===== config.mk =====
export PLATFORM = sky130hd
export DESIGN_NAME = pipelined_addsub
export DESIGN_NICKNAME = d
export VERILOG_FILES = /design/src/rtl/pipelined_addsub.sv
export SDC_FILE = /design/constraint.sdc
export NUM_CORES = 1
export LEC_CHECK = 0
export CAP_MARGIN = 20
export CORE_AREA = 2 2 97 99
export DETAILED_ROUTE_END_ITERATION = 10
export DIE_AREA = 0 0 99 101
export PLACE_DENSITY = 0.79
export SYNTH_ARGS = -nofsm -noshare
export SYNTH_HDL_FRONTEND = slang
export SYNTH_HIERARCHICAL = 1
export SYNTH_SLANG_ARGS = --single-unit

===== constraint.sdc =====
create_clock -name clk -period 5.7 [get_ports clk]
set_input_delay 1.14 -clock clk [delete_from_list [all_inputs] [get_ports clk]]
set_output_delay 1.14 -clock clk [all_outputs]
set_load 0.02 [all_outputs]

===== src/rtl/pipelined_addsub.sv =====
// pipelined_addsub -- pipelined ripple-carry adder/subtractor.
//
// WIDTH-bit operands are split into CHUNK-bit segments; each pipeline stage
// ripples one segment through a chain of full_adder cells and registers the
// carry out for the next stage. Upper operand chunks are skewed through
// registers so each stage sees its chunk in step with the incoming carry.
// Finished lower result chunks travel forward with the operation, so the
// whole sum emerges aligned after STAGES enabled cycles.
//
// Ports:
//   clk       system clock, rising edge
//   rst_n     asynchronous active-low reset
//   en        pipeline advance enable (0 = stall, every register holds)
//   in_valid  operands present this cycle
//   sub       0 = add, 1 = subtract (travels with the operation)
//   a, b      WIDTH-bit operands
//   ci        carry-in (add) or borrow-in (subtract)
//   out_valid result present this cycle
//   sum       WIDTH-bit result
//   co        carry out of the MSB (subtract: 1 = no borrow)
//   ovf       signed two's-complement overflow

// Single-bit full adder cell, the building block of each segment.
module full_adder (
    input  logic a,
    input  logic b,
    input  logic ci,
    output logic s,
    output logic co
);
    assign s  = a ^ b ^ ci;
    assign co = (a & b) | (ci & (a ^ b));
endmodule

module pipelined_addsub #(
    parameter int WIDTH = 16,
    parameter int CHUNK = 4
) (
    input  logic             clk,
    input  logic             rst_n,
    input  logic             en,
    input  logic             in_valid,
    input  logic             sub,
    input  logic [WIDTH-1:0] a,
    input  logic [WIDTH-1:0] b,
    input  logic             ci,
    output logic             out_valid,
    output logic [WIDTH-1:0] sum,
    output logic             co,
    output logic             ovf
);
    // Guarded copy of CHUNK so the derived values stay computable even for
    // an illegal configuration; the check below stops elaboration anyway.
    localparam int SAFE_CHUNK = (CHUNK < 1) ? 1 : CHUNK;
    localparam int STAGES     = (WIDTH / SAFE_CHUNK < 1) ? 1 : WIDTH / SAFE_CHUNK;

    generate
        if ((CHUNK < 1) || ((WIDTH % SAFE_CHUNK) != 0)) begin : g_bad_cfg
            $error("pipelined_addsub: WIDTH must be a positive multiple of CHUNK");
        end
    endgenerate

    genvar k, j;
    generate
        for (k = 0; k < STAGES; k++) begin : g_stg
            logic             v_in;
            logic             c_in;
            logic [WIDTH-1:0] a_in;
            logic [WIDTH-1:0] bx_in;
            logic [WIDTH-1:0] s_in;
            logic [CHUNK-1:0] chunk_s;
            logic [WIDTH-1:0] s_nxt;
            logic             v_q;
            logic             c_q;
            logic [WIDTH-1:0] s_q;

            if (k == 0) begin : g_head
                // Subtraction is a + ~b + ~ci: invert b and the carry-in once
                // here, after which every stage is a plain adder.
                assign v_in  = in_valid;
                assign a_in  = a;
                assign bx_in = b ^ {WIDTH{sub}};
                assign c_in  = ci ^ sub;
                assign s_in  = '0;
            end else begin : g_body
                assign v_in  = g_stg[k-1].v_q;
                assign a_in  = g_stg[k-1].g_skew.a_q;
                assign bx_in = g_stg[k-1].g_skew.bx_q;
                assign c_in  = g_stg[k-1].c_q;
                assign s_in  = g_stg[k-1].s_q;
            end

            for (j = 0; j < CHUNK; j++) begin : g_bit
                logic ci_b;
                logic s_b;
                logic co_b;

                if (j == 0) begin : g_cin
                    assign ci_b = c_in;
                end else begin : g_cchain
                    assign ci_b = g_bit[j-1].co_b;
                end

                full_adder u_fa (
                    .a  (a_in[k*CHUNK + j]),
                    .b  (bx_in[k*CHUNK + j]),
                    .ci (ci_b),
                    .s  (s_b),
                    .co (co_b)
                );

                assign chunk_s[j] = s_b;
            end

            always_comb begin
                s_nxt = s_in;
                s_nxt[k*CHUNK +: CHUNK] = chunk_s;
            end

            always_ff @(posedge clk or negedge rst_n) begin
                if (!rst_n) begin
                    v_q <= 1'b0;
                    c_q <= 1'b0;
                    s_q <= '0;
                end else if (en) begin
                    v_q <= v_in;
                    c_q <= g_bit[CHUNK-1].co_b;
                    s_q <= s_nxt;
                end
            end

            if (k < STAGES - 1) begin : g_skew
                logic [WIDTH-1:0] a_q;
                logic [WIDTH-1:0] bx_q;

                always_ff @(posedge clk or negedge rst_n) begin
                    if (!rst_n) begin
                        a_q  <= '0;
                        bx_q <= '0;
                    end else if (en) begin
                        a_q  <= a_in;
                        bx_q <= bx_in;
                    end
                end
            end else begin : g_tail
                logic ovf_q;
                // Operands are fully consumed by the final segment.
                logic unused_skew;
                assign unused_skew = ^{a_in, bx_in};

                // Overflow: carry into the MSB differs from carry out of it.
                always_ff @(posedge clk or negedge rst_n) begin
                    if (!rst_n) begin
                        ovf_q <= 1'b0;
                    end else if (en) begin
                        ovf_q <= g_bit[CHUNK-1].ci_b ^ g_bit[CHUNK-1].co_b;
                    end
                end
            end
        end
    endgenerate

    assign out_valid = g_stg[STAGES-1].v_q;
    assign sum       = g_stg[STAGES-1].s_q;
    assign co        = g_stg[STAGES-1].c_q;
    assign ovf       = g_stg[STAGES-1].g_tail.ovf_q;

endmodule

* After elaboration in Yosys (flattened, before gate mapping)
Cells that the tools add are included.
** Cells by class
- Bitwise operators :: 83
** Operators by type and width (count)
- 1-bit bitwise XOR :: 34
- 1-bit bitwise AND :: 32
- 1-bit bitwise OR :: 16
- 16-bit bitwise XOR :: 1
** Storage, ports and cells
- Register bits :: 145
- Input port bits :: 38
- Output and inout bits :: 19
- Word-level logic and storage cells :: 102

* Depth between registers and ports, before layout
Gate-level depths: netlist of the first run.
- Word-level depth :: 10
- Mapped depth :: 8

* Modules after synthesis
Netlist of the first run, hierarchy kept.
** Modules (own cells, without submodules)
- pipelined_addsub :: times used 1, cells each 239, area each 4063.9 µm²
- full_adder :: times used 16, cells each 1, area each 20.0 µm²

* Least setup slack after synthesis of the first run
No wires, ideal clock.
- Path type :: input -> register
- Start point :: input sub
- End point :: register g_stg[0].s_q[3]
- Setup time :: 0.125 ns
- Arrival :: 3.411 ns
- Setup slack :: 2.165 ns
- Cell stages on the path :: 8
- Path buffers :: 2
- Cell sequence :: buf_6 -> buf_6 -> xor2_1 -> fa_1 -> fa_1 -> fa_1 -> fa_1 -> mux2_2
** On the way
- Word-level cells in the longest chain between the ends :: 9
- Elaborated cells on any way between the ends :: 16
- Those cells by class :: 16 x bitwise
** RTL lines
- start: declaration :: RTL line 43 : input logic sub,
- 16-bit bitwise XOR * :: RTL line 82 : assign bx_in = b ^ {WIDTH{sub}};
- via g_stg[0].bx_in[0] :: RTL line 69 : logic [WIDTH-1:0] bx_in;
- 1-bit bitwise XOR :: RTL line 32 : assign co = (a & b) | (ci & (a ^ b));
- 1-bit bitwise AND :: RTL line 32
- 1-bit bitwise OR * :: RTL line 32
- via g_stg[0].g_bit[0].co_b :: RTL line 96 : logic co_b;
- 1-bit bitwise AND * :: RTL line 32
- 1-bit bitwise OR * :: RTL line 32
- via g_stg[0].g_bit[1].co_b :: RTL line 96
- 1-bit bitwise AND * :: RTL line 32
- 1-bit bitwise OR * :: RTL line 32
- via g_stg[0].g_bit[2].co_b :: RTL line 96
- 1-bit bitwise XOR * :: RTL line 31 : assign s = a ^ b ^ ci;
- via g_stg[0].g_bit[3].s_b :: RTL line 95 : logic s_b;
- end signal: assignment :: RTL line 128 : s_q <= s_nxt;
- end: declaration :: RTL line 75 : logic [WIDTH-1:0] s_q;
The timed path passes the listed nets; every way through them passes the cells marked *.
A chain may end at the register's enable or synchronous reset.

* Final worst setup path of the first run
Same ends and word-level chain as after synthesis.

==> results of run 1 <==
## power by group
part           total (mW)  internal [mW]  switching (mW)
logic               0.656          0.423           0.233
registers            1.01          0.886           0.125
clock network       0.435          0.215           0.220
## final cells by class
cell class	count	area, um^2	share of cell area [%]
Clock buffer	11	141	2.73
Tap cell	111	139	2.68
Clock inverter	5	53.8	1.04
Multi-Input combinational cell	144	1810	35.0
Sequential cell	97	2430	46.8
Timing Repair Buffer	60	609	11.8
## stage by stage
stage | std cells | power, mW | hold slack, ns
detailed placement | 411 | 1.69 | 0.494
finish | 428 | 2.10 | 0.509
global route | 428 | 2.23 | 0.533
global placement | 411 | 1.66 | 0.488
floorplan | 255 | 1.44 | 0.475
CTS | 427 | 2.13 | 0.514
## state kept, by name (all words and copies together), names as in the netlist
| name | count |
|---|---|
| sum | 16 |
| g_stg.g_skew.a_q | 24 |
| g_stg.c_q | 3 |
| g_stg.v_q | 3 |
| co | 1 |
| ovf | 1 |
| g_stg.s_q | 24 |
| g_stg.g_skew.bx_q | 24 |
| out_valid | 1 |
## kinds of logic after synthesis
family / count (synthesis) / share of synthesized area [%]
flip-flops: 97 / 55.4
multiplexers: 84 / 27.8
XOR/XNOR: 18 / 3.60
adder cells (fa/ha/maj): 16 / 7.31
buffers and inverters: 14 / 3.31
AO/OA/AOI/OAI: 13 / 1.48
AND/OR/NAND/NOR: 13 / 1.11
## cell usage in the layout (no fill, tap or decap), drive strengths merged
cell	count
clkbuf	11
buf	6
xor2	5
clkdlybuf4s50	54
dfrtp	97
clkinv	3
a21oi	13
bufinv	1
xnor2	13
mux2	84
nor2	13
fa	16
inv	1
## worst max-delay path, delay by kind of cell
| kind | cells | cell delay, ns |
|---|---|---|
| XOR/XNOR | 1 | 0.14 |
| adder cells (fa/ha/maj) | 4 | 1.60 |
| buffers and inverters | 2 | 0.75 |
| multiplexers | 1 | 0.27 |
## worst paths after layout
kind	end	depth (start not counted)	start
max in group asynchronous	g_stg[0].s_q[2]	3	rst_n
min in group asynchronous	g_stg[0].g_skew.a_q[14]	1	rst_n
worst min-delay path	g_stg[1].s_q[3]	1	g_stg[0].s_q[3]
worst min register to register	g_stg[1].s_q[3]	1	g_stg[0].s_q[3]
worst max register to register	ovf	6	g_stg[2].g_skew.a_q[12]
worst max-delay path	g_stg[0].s_q[3]	8	sub
## layer usage
layer  global-route usage (%)  share of wire, %
met5                        0                 0
met3                     2.64               3.3
met2                     20.5                45
met1                     20.0                50
met4                     6.32               2.0
## cells in the mapped netlist, drive strengths merged
master	n	share of area (%)
fa	16	7.3
buf	14	3.3
xnor2	13	2.6
dfrtp	97	55
xor2	5	1.0
nor2	13	1.1
a21oi	13	1.5
mux2	84	28
==> flow_summary.json, run 1 <==
{
  "antennaDiodeCount": 0,
  "critPathMaxFanout": 17,
  "drc_errors": 0,
  "critPathKind": "input port to flop",
  "ctsResizeCount": 0,
  "post-route-min-period_ns": 3.67,
  "postSynthCellCount": 255,
  "synth-seq-cells": 97,
  "drive_above_1_share_pct": 33.1,
  "tightest_slew_ns": 0.881,
  "irDropWorstVdd_v": 0.000157,
  "clk_pin_slew_ns": 0.08,
  "cts_max_path_buffers": 2,
  "nNetsFinal": 366,
  "fin_util_pct": 57.7,
  "cts_setup_buffers": 0,
  "setup_viol": 0,
  "synth_warnings": 6,
  "placedInstanceArea_um2": 4960,
  "syn_area_um2": 4380,
  "leakagePower_nw": 2.32,
  "clock-sinks": 97,
  "fin_ws_ns": 2.03,
  "root_buffer": "clkbuf_8",
  "drtIter0Drc": 69,
  "fin_setup_tns_ns": 0,
  "stdcell_area_um2": 5180,
  "grt_max_degree": 86,
  "endpoint_kind": "flop",
  "drt-vias-per-instance": 4.79,
  "gp_congestion": 0.710,
  "grt_pass1_wl_mm": 11.0,
  "avgSynthCellArea_um2": 17.2,
  "drv_cap": 0,
  "placeableCoreArea_um2": 8980,
  "cts_hold_buf": 0,
  "status": "completed",
  "gr-total-overflow": 0,
  "antenna_found_initial": 0,
  "wire_per_inst_um": 14.7,
  "areaGrowthSynthToFinish_pct": 18.2,
  "hold_viol_final": 0,
  "syn-num-nets": 309,
  "max_freq_mhz": 273,
  "arrival_ns": 3.90,
  "r2r_slack_ns": 3.18,
  "grt_pass1_vias": 2201,
  "drt_wl_total_mm": 6.31,
  "critPathMaxStageDelay_ns": 0.46,
  "vias": 2052,
  "die_h_um": 101,
  "critPathSlowestCell": "clkdlybuf4s50_1",
  "p_per_area_nw_per_um2": 405,
  "htreeDepth": 3,
  "crit_chain": "clkdlybuf4s50_1 -> buf_4 -> xor2_1 -> fa_1 -> fa_1 -> fa_1 -> fa_1 -> mux2_2",
  "seq_area_frac_synth_pct": 55.4,
  "rsz0062_at_grt": "no",
  "rows": 35,
  "io_buffers": 56,
  "grtUsageTotal_pct": 13.9,
  "fp.dieW_um": 99,
  "slew_violations": 0,
  "start_util_pct": 48.8,
  "dp_hpwl_mm": 4.27,
  "drtAntennaViolNets": 0,
  "fillerInstances": 695,
  "cts_tree": "done",
  "place_worst_setup_slack_ns": 1.66,
  "numCtsBuffers": 9,
  "hold_class": "flop to flop",
  "startpoint_type": "input port",
  "drt_first_pass_iters": 3,
  "post-route-period-util_pct": 64.3,
  "cp_common_cell": "fa_1",
  "crit_required_ns": 5.93,
  "worstSkewPairLatency_ns": 0.34,
  "dieArea_um2": 10000,
  "skew_ns": 0.00567,
  "slew_headroom_pct": 41.3,
  "io_pins": 57,
  "synth.distinct_cells": 10
}
(Power assumes the default switching activity.)
==> inputs of run 2 (changes only) <==
- clock period: 5.7 -> 3.42 ns (I/O delays scaled with it)
==> flow_summary.json, run 2 (synthesized netlist as in run 1, its figures left out) <==
{
  "endpoint_kind": "flop",
  "cp-startpoint": "sub",
  "slew_violations": 0,
  "worstSkewPairLatency_ns": 0.35,
  "dp_hpwl_mm": 4.52,
  "slew_headroom_pct": 53.7,
  "grtUsageTotal_pct": 14.3,
  "startpoint_type": "input port",
  "drv_cap": 0,
  "placeableCoreArea_um2": 8980,
  "multi_input_area_um2": 1810,
  "antenna_found_initial": 0,
  "vias": 2065,
  "cts_hold_buf": 0,
  "combPwrFrac_pct": 31.8,
  "cp_common_cell": "fa_1",
  "fin_setup_tns_ns": 0,
  "io_buffers": 56,
  "cts_max_path_buffers": 2,
  "internal-power_mw": 2.45,
  "gr-total-overflow": 0,
  "crit_chain": "clkdlybuf4s50_1 -> xor2_1 -> fa_1 -> fa_1 -> fa_1 -> fa_1 -> mux2_2",
  "rsz0062_at_grt": "no",
  "clock-sinks": 97,
  "p_clk_share_pct": 19.5,
  "drt_first_pass_iters": 4,
  "mostFrequentLayoutCells": "dfrtp_1, mux2_4, clkdlybuf4s50_1",
  "io_pins": 57,
  "crit_required_ns": 3.66,
  "critPathKind": "input port to flop",
  "drtIter0Drc": 75,
  "tightest_slew_ns": 0.695,
  "max_freq_mhz": 323,
  "hold_viol_final": 0,
  "critPathMaxStageDelay_ns": 0.52,
  "status": "completed",
  "drc_errors": 0,
  "critPathSlowestCell": "clkdlybuf4s50_1",
  "post-route-min-period_ns": 3.10,
  "total_power_mw": 3.46,
  "p_sw_share_pct": 29.0,
  "skew_ns": 0.00668,
  "grt_pass1_wl_mm": 11.1,
  "final_common_cell": "dfrtp_1",
  "drt-vias-per-instance": 4.80,
  "grt_pass1_vias": 2198,
  "ctsResizeCount": 0,
  "numCtsBuffers": 9,
  "dieArea_um2": 10000,
  "wire_per_inst_um": 15.2,
  "pwr-share-seq_pct": 48.7,
  "areaGrowthSynthToFinish_pct": 18.2,
  "rows": 35,
  "drtAntennaViolNets": 0,
  "cts_tree": "done",
  "cts_setup_buffers": 0,
  "drive_above_1_share_pct": 33.9,
  "start_util_pct": 48.8,
  "fp.dieW_um": 99,
  "setup_viol": 0,
  "largestRegisters": "g_stg.g_skew.a_q x24, g_stg.g_skew.bx_q x24, g_stg.s_q x24",
  "seqCellArea_um2": 2430,
  "nNetsFinal": 368,
  "drt_wl_total_mm": 6.54,
  "p_per_area_nw_per_um2": 667,
  "leakagePower_nw": 2.31,
  "gp_congestion": 0.716,
  "grt_max_degree": 84,
  "arrival_ns": 3.34,
  "root_buffer": "clkbuf_8",
  "irDropWorstVdd_v": 0.000393,
  "hold_class": "input port to asynchronous set/reset pin",
  "critPathMaxFanout": 3,
  "r2r_start": "g_stg[2].g_skew.a_q[12]",
  "fillerInstances": 690,
  "clk_pin_slew_ns": 0.09,
  "p_switching_mw": 1.00,
  "antennaDiodeCount": 0,
  "die_h_um": 101,
  "post-route-period-util_pct": 90.6,
  "htreeDepth": 3
}
[run 2: cell type report]
type                       instances  share of cell area [%]
clock inverter                     7                    1.04
timing repair buffer              62                    12.1
tap                              111                    2.68
sequential                        97                    46.9
clock buffer                       9                    2.39
multi-input combinational        144                    35.0
[run 2: power by group through the flow]
stage                     Combinational, mW  Sequential, mW  Clock, mW
after floorplan                       0.616            1.79          0
after global placement                 1.08            1.70          0
after detailed placement               1.11            1.71          0
after CTS                              1.11            1.69      0.698
after global routing                   1.18            1.73      0.755
final                                  1.10            1.68      0.675
[run 2: per-stage QoR]
stage	std cells	setup slack [ns]	hold WS (ns)	instance area [um^2]	util, %
floorplan	255	0.341	0.388	4380	-
global route	430	0.270	0.114	5180	57.7
CTS	429	0.327	0.506	5150	57.4
finish	430	0.323	0.142	5180	57.7
detailed placement	413	-0.0616	0.490	4970	55.4
global placement	413	-0.00623	0.487	4970	55.4
[run 2: final timing paths]
check                                   to  slack [ns]  cells after the start
max                        g_stg[0].s_q[3]        0.32                      7
min                                sum[14]        0.14                      1
max reg2reg                            ovf        0.89                      6
min reg2reg                        sum[11]        0.50                      1
max in group asynchronous  g_stg[0].s_q[1]        2.71                      2
min in group clk                   sum[11]        0.50                      1
[run 2: critical path, delay by kind of cell]
family	cells	cell delay [ns]
buffers and inverters	1	0.52
xor gates and xnor gates	1	0.23
adders and majority gates	4	1.64
muxes	1	0.27
[run 2: layer usage]
metal	part of all wire, %	vias up	track usage, %
li1	-	986	-
met1	49	1034	20.9
met2	46	40	20.5
met3	4.0	5	3.95
met4	1.2	0	5.37
met5	0	-	0
